==> src/rtl/agc_mode_scheduler.sv <==
// AGC loop mode scheduler: owns the coefficient/reference configuration,
// switches the core between fast (ACQUIRE) and slow (TRACK) loop constants,
// gates the sample strobe into the core and tracks loop lock.
// Optional feature macro: AGC_ACQ_TIMEOUT_EN (acquisition timeout -> HOLD).
module agc_mode_scheduler #(
    parameter int FILTERWIDTH = 13,
    parameter int RWIDTH      = 8,
    parameter int EWIDTH      = 27,
    parameter int CNTWIDTH    = 16
) (
    input  logic                     clk,
    input  logic                     rst,
    input  logic                     cfg_we,
    input  logic [2:0]               cfg_addr,
    input  logic [15:0]              cfg_wdata,
    input  logic                     enable,
    input  logic                     freeze,
    input  logic                     s_valid,
    input  logic                     err_valid,
    input  logic signed [EWIDTH-1:0] err_data,
    output logic                     core_valid,
    output logic [FILTERWIDTH-1:0]   Filter_Coefficient,
    output logic [FILTERWIDTH-1:0]   Error_Coefficient,
    output logic [RWIDTH-1:0]        R_level,
    output logic                     locked,
    output logic [1:0]               state
);

    typedef enum logic [1:0] {
        ST_IDLE  = 2'd0,
        ST_ACQ   = 2'd1,
        ST_TRACK = 2'd2,
        ST_HOLD  = 2'd3
    } state_t;

    localparam logic [FILTERWIDTH-1:0] RST_FAST   = FILTERWIDTH'(16'h0800);
    localparam logic [FILTERWIDTH-1:0] RST_SLOW   = FILTERWIDTH'(16'h0100);
    localparam logic [RWIDTH-1:0]      RST_RLEVEL = RWIDTH'(16'h0040);
    localparam logic [15:0]            RST_THR    = 16'h0400;
    localparam logic [CNTWIDTH-1:0]    RST_LCNT   = CNTWIDTH'(16'd64);
    localparam logic [CNTWIDTH-1:0]    CNT_ZERO   = {CNTWIDTH{1'b0}};
    localparam logic [CNTWIDTH-1:0]    CNT_ONE    = {{(CNTWIDTH-1){1'b0}}, 1'b1};
    localparam logic [CNTWIDTH-1:0]    CNT_MAX    = {CNTWIDTH{1'b1}};
    localparam logic [EWIDTH-1:0]      E_MAX      = {1'b0, {(EWIDTH-1){1'b1}}};
    localparam logic [EWIDTH-1:0]      E_MIN      = {1'b1, {(EWIDTH-1){1'b0}}};
    localparam logic [EWIDTH-1:0]      E_ONE      = {{(EWIDTH-1){1'b0}}, 1'b1};

    // Magnitude with saturation: the most negative value maps to the largest positive one.
    function automatic logic [EWIDTH-1:0] sat_abs(input logic [EWIDTH-1:0] v);
        logic [EWIDTH-1:0] r;
        if (v == E_MIN) begin
            r = E_MAX;
        end else if (v[EWIDTH-1]) begin
            r = ~v + E_ONE;
        end else begin
            r = v;
        end
        return r;
    endfunction

    // Multiply by four, clamped to the largest positive magnitude.
    function automatic logic [EWIDTH-1:0] sat_x4(input logic [EWIDTH-1:0] v);
        logic [EWIDTH+1:0] w;
        logic [EWIDTH-1:0] r;
        w = {v, 2'b00};
        if (w > {2'b00, E_MAX}) begin
            r = E_MAX;
        end else begin
            r = w[EWIDTH-1:0];
        end
        return r;
    endfunction

    // Saturating counter increment.
    function automatic logic [CNTWIDTH-1:0] sat_inc(input logic [CNTWIDTH-1:0] v);
        logic [CNTWIDTH-1:0] r;
        if (v == CNT_MAX) begin
            r = v;
        end else begin
            r = v + CNT_ONE;
        end
        return r;
    endfunction

    state_t state_q, state_d;
    logic                   locked_q, locked_d;
    logic [CNTWIDTH-1:0]    cnt_q, cnt_d;

    logic [FILTERWIDTH-1:0] sh_fast_filt_q, sh_fast_filt_d, act_fast_filt_q, act_fast_filt_d;
    logic [FILTERWIDTH-1:0] sh_fast_err_q, sh_fast_err_d, act_fast_err_q, act_fast_err_d;
    logic [FILTERWIDTH-1:0] sh_slow_filt_q, sh_slow_filt_d, act_slow_filt_q, act_slow_filt_d;
    logic [FILTERWIDTH-1:0] sh_slow_err_q, sh_slow_err_d, act_slow_err_q, act_slow_err_d;
    logic [RWIDTH-1:0]      sh_r_level_q, sh_r_level_d, act_r_level_q, act_r_level_d;
    logic [15:0]            sh_lock_thr_q, sh_lock_thr_d, act_lock_thr_q, act_lock_thr_d;
    logic [CNTWIDTH-1:0]    sh_lock_cnt_q, sh_lock_cnt_d, act_lock_cnt_q, act_lock_cnt_d;

    logic                   core_valid_q, core_valid_d;
    logic                   pending_q, pending_d;
    logic [FILTERWIDTH-1:0] filt_q, filt_d, errc_q, errc_d;
    logic [RWIDTH-1:0]      rlev_q, rlev_d;

    logic [EWIDTH-1:0]      abs_err_s, thr_s, thr4_s;
    logic [CNTWIDTH-1:0]    cnt_inc_s, lock_target_s;
    logic                   lock_hit_s, upd_s;

`ifdef AGC_ACQ_TIMEOUT_EN
    logic [CNTWIDTH-1:0]    sh_acq_to_q, sh_acq_to_d, act_acq_to_q, act_acq_to_d;
    logic [CNTWIDTH-1:0]    tcnt_q, tcnt_d, tcnt_inc_s;
    logic                   to_flag_q, to_flag_d, timeout_hit_s;

    assign tcnt_inc_s    = sat_inc(tcnt_q);
    assign timeout_hit_s = (act_acq_to_q != CNT_ZERO) && (tcnt_inc_s >= act_acq_to_q);
`endif

    assign abs_err_s     = sat_abs(err_data);
    assign thr_s         = {{(EWIDTH-16){1'b0}}, act_lock_thr_q};
    assign thr4_s        = sat_x4(thr_s);
    assign cnt_inc_s     = sat_inc(cnt_q);
    assign lock_target_s = (act_lock_cnt_q == CNT_ZERO) ? CNT_ONE : act_lock_cnt_q;
    assign lock_hit_s    = (abs_err_s <= thr_s) && (cnt_inc_s >= lock_target_s);
    // Active constants may only change between samples, never while one is in the core.
    assign upd_s         = !s_valid && !pending_q;

    // Config writes land in the shadow set; shadow copies to active between samples.
    always_comb begin
        sh_fast_filt_d = sh_fast_filt_q;
        sh_fast_err_d  = sh_fast_err_q;
        sh_slow_filt_d = sh_slow_filt_q;
        sh_slow_err_d  = sh_slow_err_q;
        sh_r_level_d   = sh_r_level_q;
        sh_lock_thr_d  = sh_lock_thr_q;
        sh_lock_cnt_d  = sh_lock_cnt_q;
`ifdef AGC_ACQ_TIMEOUT_EN
        sh_acq_to_d    = sh_acq_to_q;
`endif
        case ({cfg_we, cfg_addr})
            4'b1000: sh_fast_filt_d = cfg_wdata[FILTERWIDTH-1:0];
            4'b1001: sh_fast_err_d  = cfg_wdata[FILTERWIDTH-1:0];
            4'b1010: sh_slow_filt_d = cfg_wdata[FILTERWIDTH-1:0];
            4'b1011: sh_slow_err_d  = cfg_wdata[FILTERWIDTH-1:0];
            4'b1100: sh_r_level_d   = cfg_wdata[RWIDTH-1:0];
            4'b1101: sh_lock_thr_d  = cfg_wdata;
            4'b1110: sh_lock_cnt_d  = cfg_wdata[CNTWIDTH-1:0];
`ifdef AGC_ACQ_TIMEOUT_EN
            4'b1111: sh_acq_to_d    = cfg_wdata[CNTWIDTH-1:0];
`endif
            default: ;
        endcase
        if (upd_s) begin
            act_fast_filt_d = sh_fast_filt_q;
            act_fast_err_d  = sh_fast_err_q;
            act_slow_filt_d = sh_slow_filt_q;
            act_slow_err_d  = sh_slow_err_q;
            act_r_level_d   = sh_r_level_q;
            act_lock_thr_d  = sh_lock_thr_q;
            act_lock_cnt_d  = sh_lock_cnt_q;
        end else begin
            act_fast_filt_d = act_fast_filt_q;
            act_fast_err_d  = act_fast_err_q;
            act_slow_filt_d = act_slow_filt_q;
            act_slow_err_d  = act_slow_err_q;
            act_r_level_d   = act_r_level_q;
            act_lock_thr_d  = act_lock_thr_q;
            act_lock_cnt_d  = act_lock_cnt_q;
        end
`ifdef AGC_ACQ_TIMEOUT_EN
        if (upd_s) begin
            act_acq_to_d = sh_acq_to_q;
        end else begin
            act_acq_to_d = act_acq_to_q;
        end
`endif
    end

    // Shadow and active configuration registers.
    always_ff @(posedge clk or posedge rst) begin
        if (rst) begin
            sh_fast_filt_q  <= RST_FAST;
            sh_fast_err_q   <= RST_FAST;
            sh_slow_filt_q  <= RST_SLOW;
            sh_slow_err_q   <= RST_SLOW;
            sh_r_level_q    <= RST_RLEVEL;
            sh_lock_thr_q   <= RST_THR;
            sh_lock_cnt_q   <= RST_LCNT;
            act_fast_filt_q <= RST_FAST;
            act_fast_err_q  <= RST_FAST;
            act_slow_filt_q <= RST_SLOW;
            act_slow_err_q  <= RST_SLOW;
            act_r_level_q   <= RST_RLEVEL;
            act_lock_thr_q  <= RST_THR;
            act_lock_cnt_q  <= RST_LCNT;
`ifdef AGC_ACQ_TIMEOUT_EN
            sh_acq_to_q     <= CNT_ZERO;
            act_acq_to_q    <= CNT_ZERO;
`endif
        end else begin
            sh_fast_filt_q  <= sh_fast_filt_d;
            sh_fast_err_q   <= sh_fast_err_d;
            sh_slow_filt_q  <= sh_slow_filt_d;
            sh_slow_err_q   <= sh_slow_err_d;
            sh_r_level_q    <= sh_r_level_d;
            sh_lock_thr_q   <= sh_lock_thr_d;
            sh_lock_cnt_q   <= sh_lock_cnt_d;
            act_fast_filt_q <= act_fast_filt_d;
            act_fast_err_q  <= act_fast_err_d;
            act_slow_filt_q <= act_slow_filt_d;
            act_slow_err_q  <= act_slow_err_d;
            act_r_level_q   <= act_r_level_d;
            act_lock_thr_q  <= act_lock_thr_d;
            act_lock_cnt_q  <= act_lock_cnt_d;
`ifdef AGC_ACQ_TIMEOUT_EN
            sh_acq_to_q     <= sh_acq_to_d;
            act_acq_to_q    <= act_acq_to_d;
`endif
        end
    end

    // FSM state register together with lock flag and lock counter.
    always_ff @(posedge clk or posedge rst) begin
        if (rst) begin
            state_q  <= ST_IDLE;
            locked_q <= 1'b0;
            cnt_q    <= CNT_ZERO;
`ifdef AGC_ACQ_TIMEOUT_EN
            tcnt_q    <= CNT_ZERO;
            to_flag_q <= 1'b0;
`endif
        end else begin
            state_q  <= state_d;
            locked_q <= locked_d;
            cnt_q    <= cnt_d;
`ifdef AGC_ACQ_TIMEOUT_EN
            tcnt_q    <= tcnt_d;
            to_flag_q <= to_flag_d;
`endif
        end
    end

    // FSM next state: disable beats freeze, freeze beats normal sequencing.
    always_comb begin
        state_d  = state_q;
        locked_d = locked_q;
        cnt_d    = cnt_q;
`ifdef AGC_ACQ_TIMEOUT_EN
        tcnt_d    = tcnt_q;
        to_flag_d = to_flag_q;
`endif
        if (!enable) begin
            state_d  = ST_IDLE;
            locked_d = 1'b0;
            cnt_d    = CNT_ZERO;
`ifdef AGC_ACQ_TIMEOUT_EN
            tcnt_d    = CNT_ZERO;
            to_flag_d = 1'b0;
`endif
        end else if (freeze) begin
            if ((state_q == ST_ACQ) || (state_q == ST_TRACK)) begin
                state_d = ST_HOLD;
            end else begin
                state_d = state_q;
            end
        end else begin
            case (state_q)
                ST_IDLE: begin
                    state_d  = ST_ACQ;
                    locked_d = 1'b0;
                    cnt_d    = CNT_ZERO;
`ifdef AGC_ACQ_TIMEOUT_EN
                    tcnt_d   = CNT_ZERO;
`endif
                end
                ST_ACQ: begin
                    if (err_valid) begin
                        if (abs_err_s <= thr_s) begin
                            cnt_d = cnt_inc_s;
                        end else begin
                            cnt_d = CNT_ZERO;
                        end
`ifdef AGC_ACQ_TIMEOUT_EN
                        tcnt_d = tcnt_inc_s;
`endif
                        if (lock_hit_s) begin
                            state_d  = ST_TRACK;
                            locked_d = 1'b1;
                            cnt_d    = CNT_ZERO;
`ifdef AGC_ACQ_TIMEOUT_EN
                        end else if (timeout_hit_s) begin
                            state_d   = ST_HOLD;
                            to_flag_d = 1'b1;
`endif
                        end else begin
                            state_d = ST_ACQ;
                        end
                    end else begin
                        state_d = ST_ACQ;
                    end
                end
                ST_TRACK: begin
`ifdef AGC_ACQ_TIMEOUT_EN
                    tcnt_d = CNT_ZERO;
`endif
                    if (err_valid && (abs_err_s > thr4_s)) begin
                        state_d  = ST_ACQ;
                        locked_d = 1'b0;
                        cnt_d    = CNT_ZERO;
                    end else begin
                        state_d = ST_TRACK;
                    end
                end
                ST_HOLD: begin
`ifdef AGC_ACQ_TIMEOUT_EN
                    if (to_flag_q) begin
                        state_d = ST_HOLD;
                    end else if (locked_q) begin
                        state_d = ST_TRACK;
                    end else begin
                        state_d = ST_ACQ;
                    end
`else
                    if (locked_q) begin
                        state_d = ST_TRACK;
                    end else begin
                        state_d = ST_ACQ;
                    end
`endif
                end
                default: state_d = ST_IDLE;
            endcase
        end
    end

    // Output decode: sample gating, in-flight tracking and coefficient selection.
    always_comb begin
        core_valid_d = s_valid && ((state_q == ST_ACQ) || (state_q == ST_TRACK));
        if (core_valid_d) begin
            pending_d = 1'b1;
        end else if (err_valid) begin
            pending_d = 1'b0;
        end else begin
            pending_d = pending_q;
        end
        if (state_q == ST_ACQ) begin
            filt_d = act_fast_filt_q;
            errc_d = act_fast_err_q;
        end else begin
            filt_d = act_slow_filt_q;
            errc_d = act_slow_err_q;
        end
        rlev_d = act_r_level_q;
    end

    // Registered outputs and pending-sample flag.
    always_ff @(posedge clk or posedge rst) begin
        if (rst) begin
            core_valid_q <= 1'b0;
            pending_q    <= 1'b0;
            filt_q       <= RST_SLOW;
            errc_q       <= RST_SLOW;
            rlev_q       <= RST_RLEVEL;
        end else begin
            core_valid_q <= core_valid_d;
            pending_q    <= pending_d;
            filt_q       <= filt_d;
            errc_q       <= errc_d;
            rlev_q       <= rlev_d;
        end
    end

    assign core_valid         = core_valid_q;
    assign Filter_Coefficient = filt_q;
    assign Error_Coefficient  = errc_q;
    assign R_level            = rlev_q;
    assign locked             = locked_q;
    assign state              = state_q;

endmodule
==> config.mk <==
export PLATFORM = sky130hd
export DESIGN_NAME = agc_mode_scheduler
export DESIGN_NICKNAME = d
export VERILOG_FILES = /design/src/rtl/agc_mode_scheduler.sv
export SDC_FILE = /design/constraint.sdc
export NUM_CORES = 1
export LEC_CHECK = 0
export CORE_ASPECT_RATIO = 1.4
export CORE_MARGIN = 5
export CORE_UTILIZATION = 55
export CTS_CLUSTER_DIAMETER = 80
export DETAILED_ROUTE_END_ITERATION = 8
export HOLD_SLACK_MARGIN = 0.15
export PLACE_DENSITY = 0.74
export SLEW_MARGIN = 20
export SYNTH_ARGS = -nofsm -noshare
export SYNTH_HDL_FRONTEND = slang
export SYNTH_SLANG_ARGS = --single-unit
==> constraint.sdc <==
create_clock -name clk -period 10.73 [get_ports clk]
set_input_delay 3.219 -clock clk [delete_from_list [all_inputs] [get_ports clk]]
set_output_delay 3.219 -clock clk [all_outputs]
set_load 0.02 [all_outputs]
==> results_dict.tcl <==
set metrics [dict create \
    status "completed" \
    drc 0 \
    fin_crit_sh_pct 71.3 \
    path_class "input port to flip-flop" \
    synth_ff_type "dfrtp_1" \
    cp.arrival_ps 8060 \
    fin_ws_ps 3080 \
    r2r_slack_ps 6040 \
    cts-htree-levels 1 \
    vdd_drop_max_uv 194 \
    synth_top_family_by_area "multiplexers" \
    critPathTopFamily "simple AND/OR/NAND/NOR gates" \
    clk_latency_ps 510 \
    fin_skew_ps 27.7 \
    syn_area_per_cell_um2 11.9 \
    drt-total-wl_um 24600 \
    cts_sinks 239 \
    cts_buffers 22 \
    path_clk_slew_ps 70 \
    syn-num-nets 1062 \
    slowest_stage "nor4_1" \
    track_usage_pct 20.9 \
    post_cts_buffers 0 \
    yosys.area_share.simple_pct 10.0 \
    endpoint_kind "flip-flop" \
    ctsHoldBuffers 0 \
    p_sw_share_pct 28.2 \
    pwr-share-comb_pct 26.2 \
    num-fill-cells 1523 \
    synth_warnings 0 \
    synth_async_sr_flop_share_pct 100 \
    timing.fmax_mhz 131 \
    synthMuxAreaShare_pct 18.2 \
    hold_path_class "flip-flop to flip-flop" \
    tritoncts "built" \
    root_buffer "clkbuf_16" \
    drv_slew 0 \
    crit_top_cell "nand2_1" \
    p_clk_share_pct 29.2 \
    antenna_cells 0 \
    initial_core_util_pct 55.5 \
    slowest_delay_ps 530 \
    synth_compound_area_share_pct 8.35 \
    via_count 7491 \
    internal_power_mw 2.09 \
    synth.distinct_cells 59 \
    grt_pass1_wl_um 41300 \
    area_growth_pct 17.4 \
    dieWidth_um 132 \
    power_frac_seq_pct 44.6 \
    synth-xor-area-share_pct 1.69 \
    die_height_um 180 \
    routedWlPerCell_um 18.8 \
    place_ws_ps 2460 \
    power_leakage_nw 5.89 \
    ys_seq_area_share_pct 52.8 \
    switchingPower_mw 0.822 \
    layout.nets 1145 \
    cp_num_cells 16 \
    antenna_found_initial 0 \
    final_hold_viol_count 0 \
    clockBufferDepth 3 \
    rsz0062_at_grt "no" \
    holdPathStages 0 \
    finalWorstPathRequiredPeriod_ps 7650 \
    cp.required_ps 11140 \
    drtIter0Drc 411 \
    drive_above_1_share_pct 24.4 \
    setup_tns_ps 0 \
    die_area_um2 23700 \
    ant_nets 0 \
    post_cts_resize_count 0 \
    cp_max_fo 13 \
    grt_start_max_net_pins 152 \
    dr.pass1.iters 4 \
    p_per_area_nw_per_um2 218 \
    start_kind "input port" \
    cp_cell_sequence "clkdlybuf4s50_1, inv_1, ha_1, nor4b_2, nand3_1, and3b_1, nand2_1, nand2_1, ha_1, a211o_1, a2111oi_0, a21o_1, nor2_1, nor4_1, nand2_1, o41ai_1" \
    synth_fa_ha_area_share_pct 5.94 \
    setup_viol 0 \
    grt_overflow 0 \
    grt_pass1_vias 7994 \
    port_buffers 90 \
    maxSlewHeadroom_pct 34.5 \
    coreArea_um2 20500 \
    tightest_slew_ps 979 \
    rows 62 \
    post-dp-hpwl_um 16700 \
    drv_cap 0 \
    yosys_register_bits 239 \
    ioPinCount 91 \
    r2r_cells 17 \
    critPathBufInv 2 \
    detail_route.vias_per_cell 5.72 \
    syn_area_um2 11400 \
    gp_congestion 0.890 \
    synth_edf_count 0 \
    synthCells 955 \
]
[layout make-up]
cell class / count / area [µm²] / share of cell area, %
sequential: 239 / 6000 / 44.9
multi-input combinational: 625 / 5060 / 37.9
timing repair buffer: 96 / 950 / 7.11
clock buffer: 31 / 614 / 4.60
tap: 256 / 320 / 2.40
inverter: 54 / 215 / 1.61
clock inverter: 9 / 188 / 1.41
[flip-flops by register name, summed over array words and instances (netlist names), 13 cells and up]
register / count
act_fast_filt_q: 13
Error_Coefficient: 13
act_lock_cnt_q: 16
sh_slow_filt_q: 13
Filter_Coefficient: 13
sh_lock_thr_q: 16
act_slow_err_q: 13
sh_lock_cnt_q: 16
act_lock_thr_q: 16
act_fast_err_q: 13
act_slow_filt_q: 13
sh_fast_filt_q: 13
sh_fast_err_q: 13
cnt_q: 16
sh_slow_err_q: 13
[worst paths after layout]
| path | end | startpoint |
|---|---|---|
| max in group asynchronous | sh_fast_err_q[1]$_DFFE_PP0N_ | rst |
| hold / removal | R_level[6]$_DFF_PP1_ | act_r_level_q[6]$_DFFE_PP1P_ |
| setup / recovery | cnt_q[0]$_DFFE_PP0P_ | err_data[0] |
| min in group asynchronous | cnt_q[5]$_DFFE_PP0P_ | rst |
| hold reg to reg | R_level[6]$_DFF_PP1_ | act_r_level_q[6]$_DFFE_PP1P_ |
| setup reg to reg | cnt_q[3]$_DFFE_PP0P_ | cnt_q[4]$_DFFE_PP0P_ |
[synth_stat cells, types with 12 or more instances]
cell type    n  share of area [%]
a21oi_1     17               0.75
nor3_1      20               0.88
nor4_1      12               0.66
o21ai_0     55                2.4
dfrtp_1    222                 49
nor2_1      19               0.63
mux2_2     182                 18
nand3_1     24                1.1
inv_1       54                1.8
clkbuf_1    30               0.99
a21o_1      13               0.86
nand2_1     88                2.9
dfstp_2     17                3.9
ha_1        54                5.9
xor2_1      13                1.0
[kinds of logic after synthesis]
kind of cell	count (synthesis)
buffers and inverters	91
adders and majority gates	54
and+or+nand+nor	222
AOI/OAI and AO/OA	143
DFF	239
xor gates and xnor gates	22
muxes	184
[metal layers]
layer | track usage [%] | vias up | wire length (µm)
met1 | 27.1 | 3726 | 10500
met4 | 5.39 | 0 | 439
met3 | 2.51 | 34 | 850
li1 | - | 3588 | -
met5 | 0 | - | 0
met2 | 37.4 | 143 | 12800
[through the flow]
| step | power [mW] | cells | cell area [µm²] | utilization, % | hold WS (ps) |
|---|---|---|---|---|---|
| after floorplan | 1.78 | 955 | 11400 | - | 350 |
| after global placement | 2.05 | 1270 | 12500 | 61.2 | 358 |
| after detailed placement | 2.07 | 1270 | 12500 | 61.2 | 360 |
| after CTS | 2.94 | 1310 | 13300 | 65.1 | 370 |
| after global routing | 3.08 | 1310 | 13400 | 65.2 | 378 |
| final | 2.91 | 1310 | 13400 | 65.2 | 367 |
[power by group through the flow]
| stage | Clock [mW] | Sequential (mW) | Combinational, mW |
|---|---|---|---|
| 2_1_floorplan | 0 | 1.36 | 0.425 |
| 3_5_place_dp | 0 | 1.31 | 0.760 |
| 4_1_cts | 0.868 | 1.30 | 0.772 |
| 6_report | 0.851 | 1.30 | 0.763 |
| 5_1_grt | 0.904 | 1.34 | 0.839 |
| 3_3_place_gp | 0 | 1.30 | 0.747 |
[placed cells by master, fill, tap and decap left out, types with 6 or more instances in the layout]
cell               n
o31ai_1            9
ha_1              54
a21o_1            13
dfrtp_1          222
clkdlybuf4s50_1   90
o21ai_0           55
nor3_1            17
nand2b_1           6
or4_1              6
xnor2_1            9
nand3_1           24
xor2_1            13
clkbuf_1           6
o41ai_1            7
and3_1             6
nor4_1            12
inv_1             53
clkbuf_16         22
a211oi_1           9
nand2_1           88
nor2_1            18
nand4_1            8
a21oi_1           17
mux2_2           182
dfstp_2           17
No activity file was read; power rests on OpenSTA's default activity.
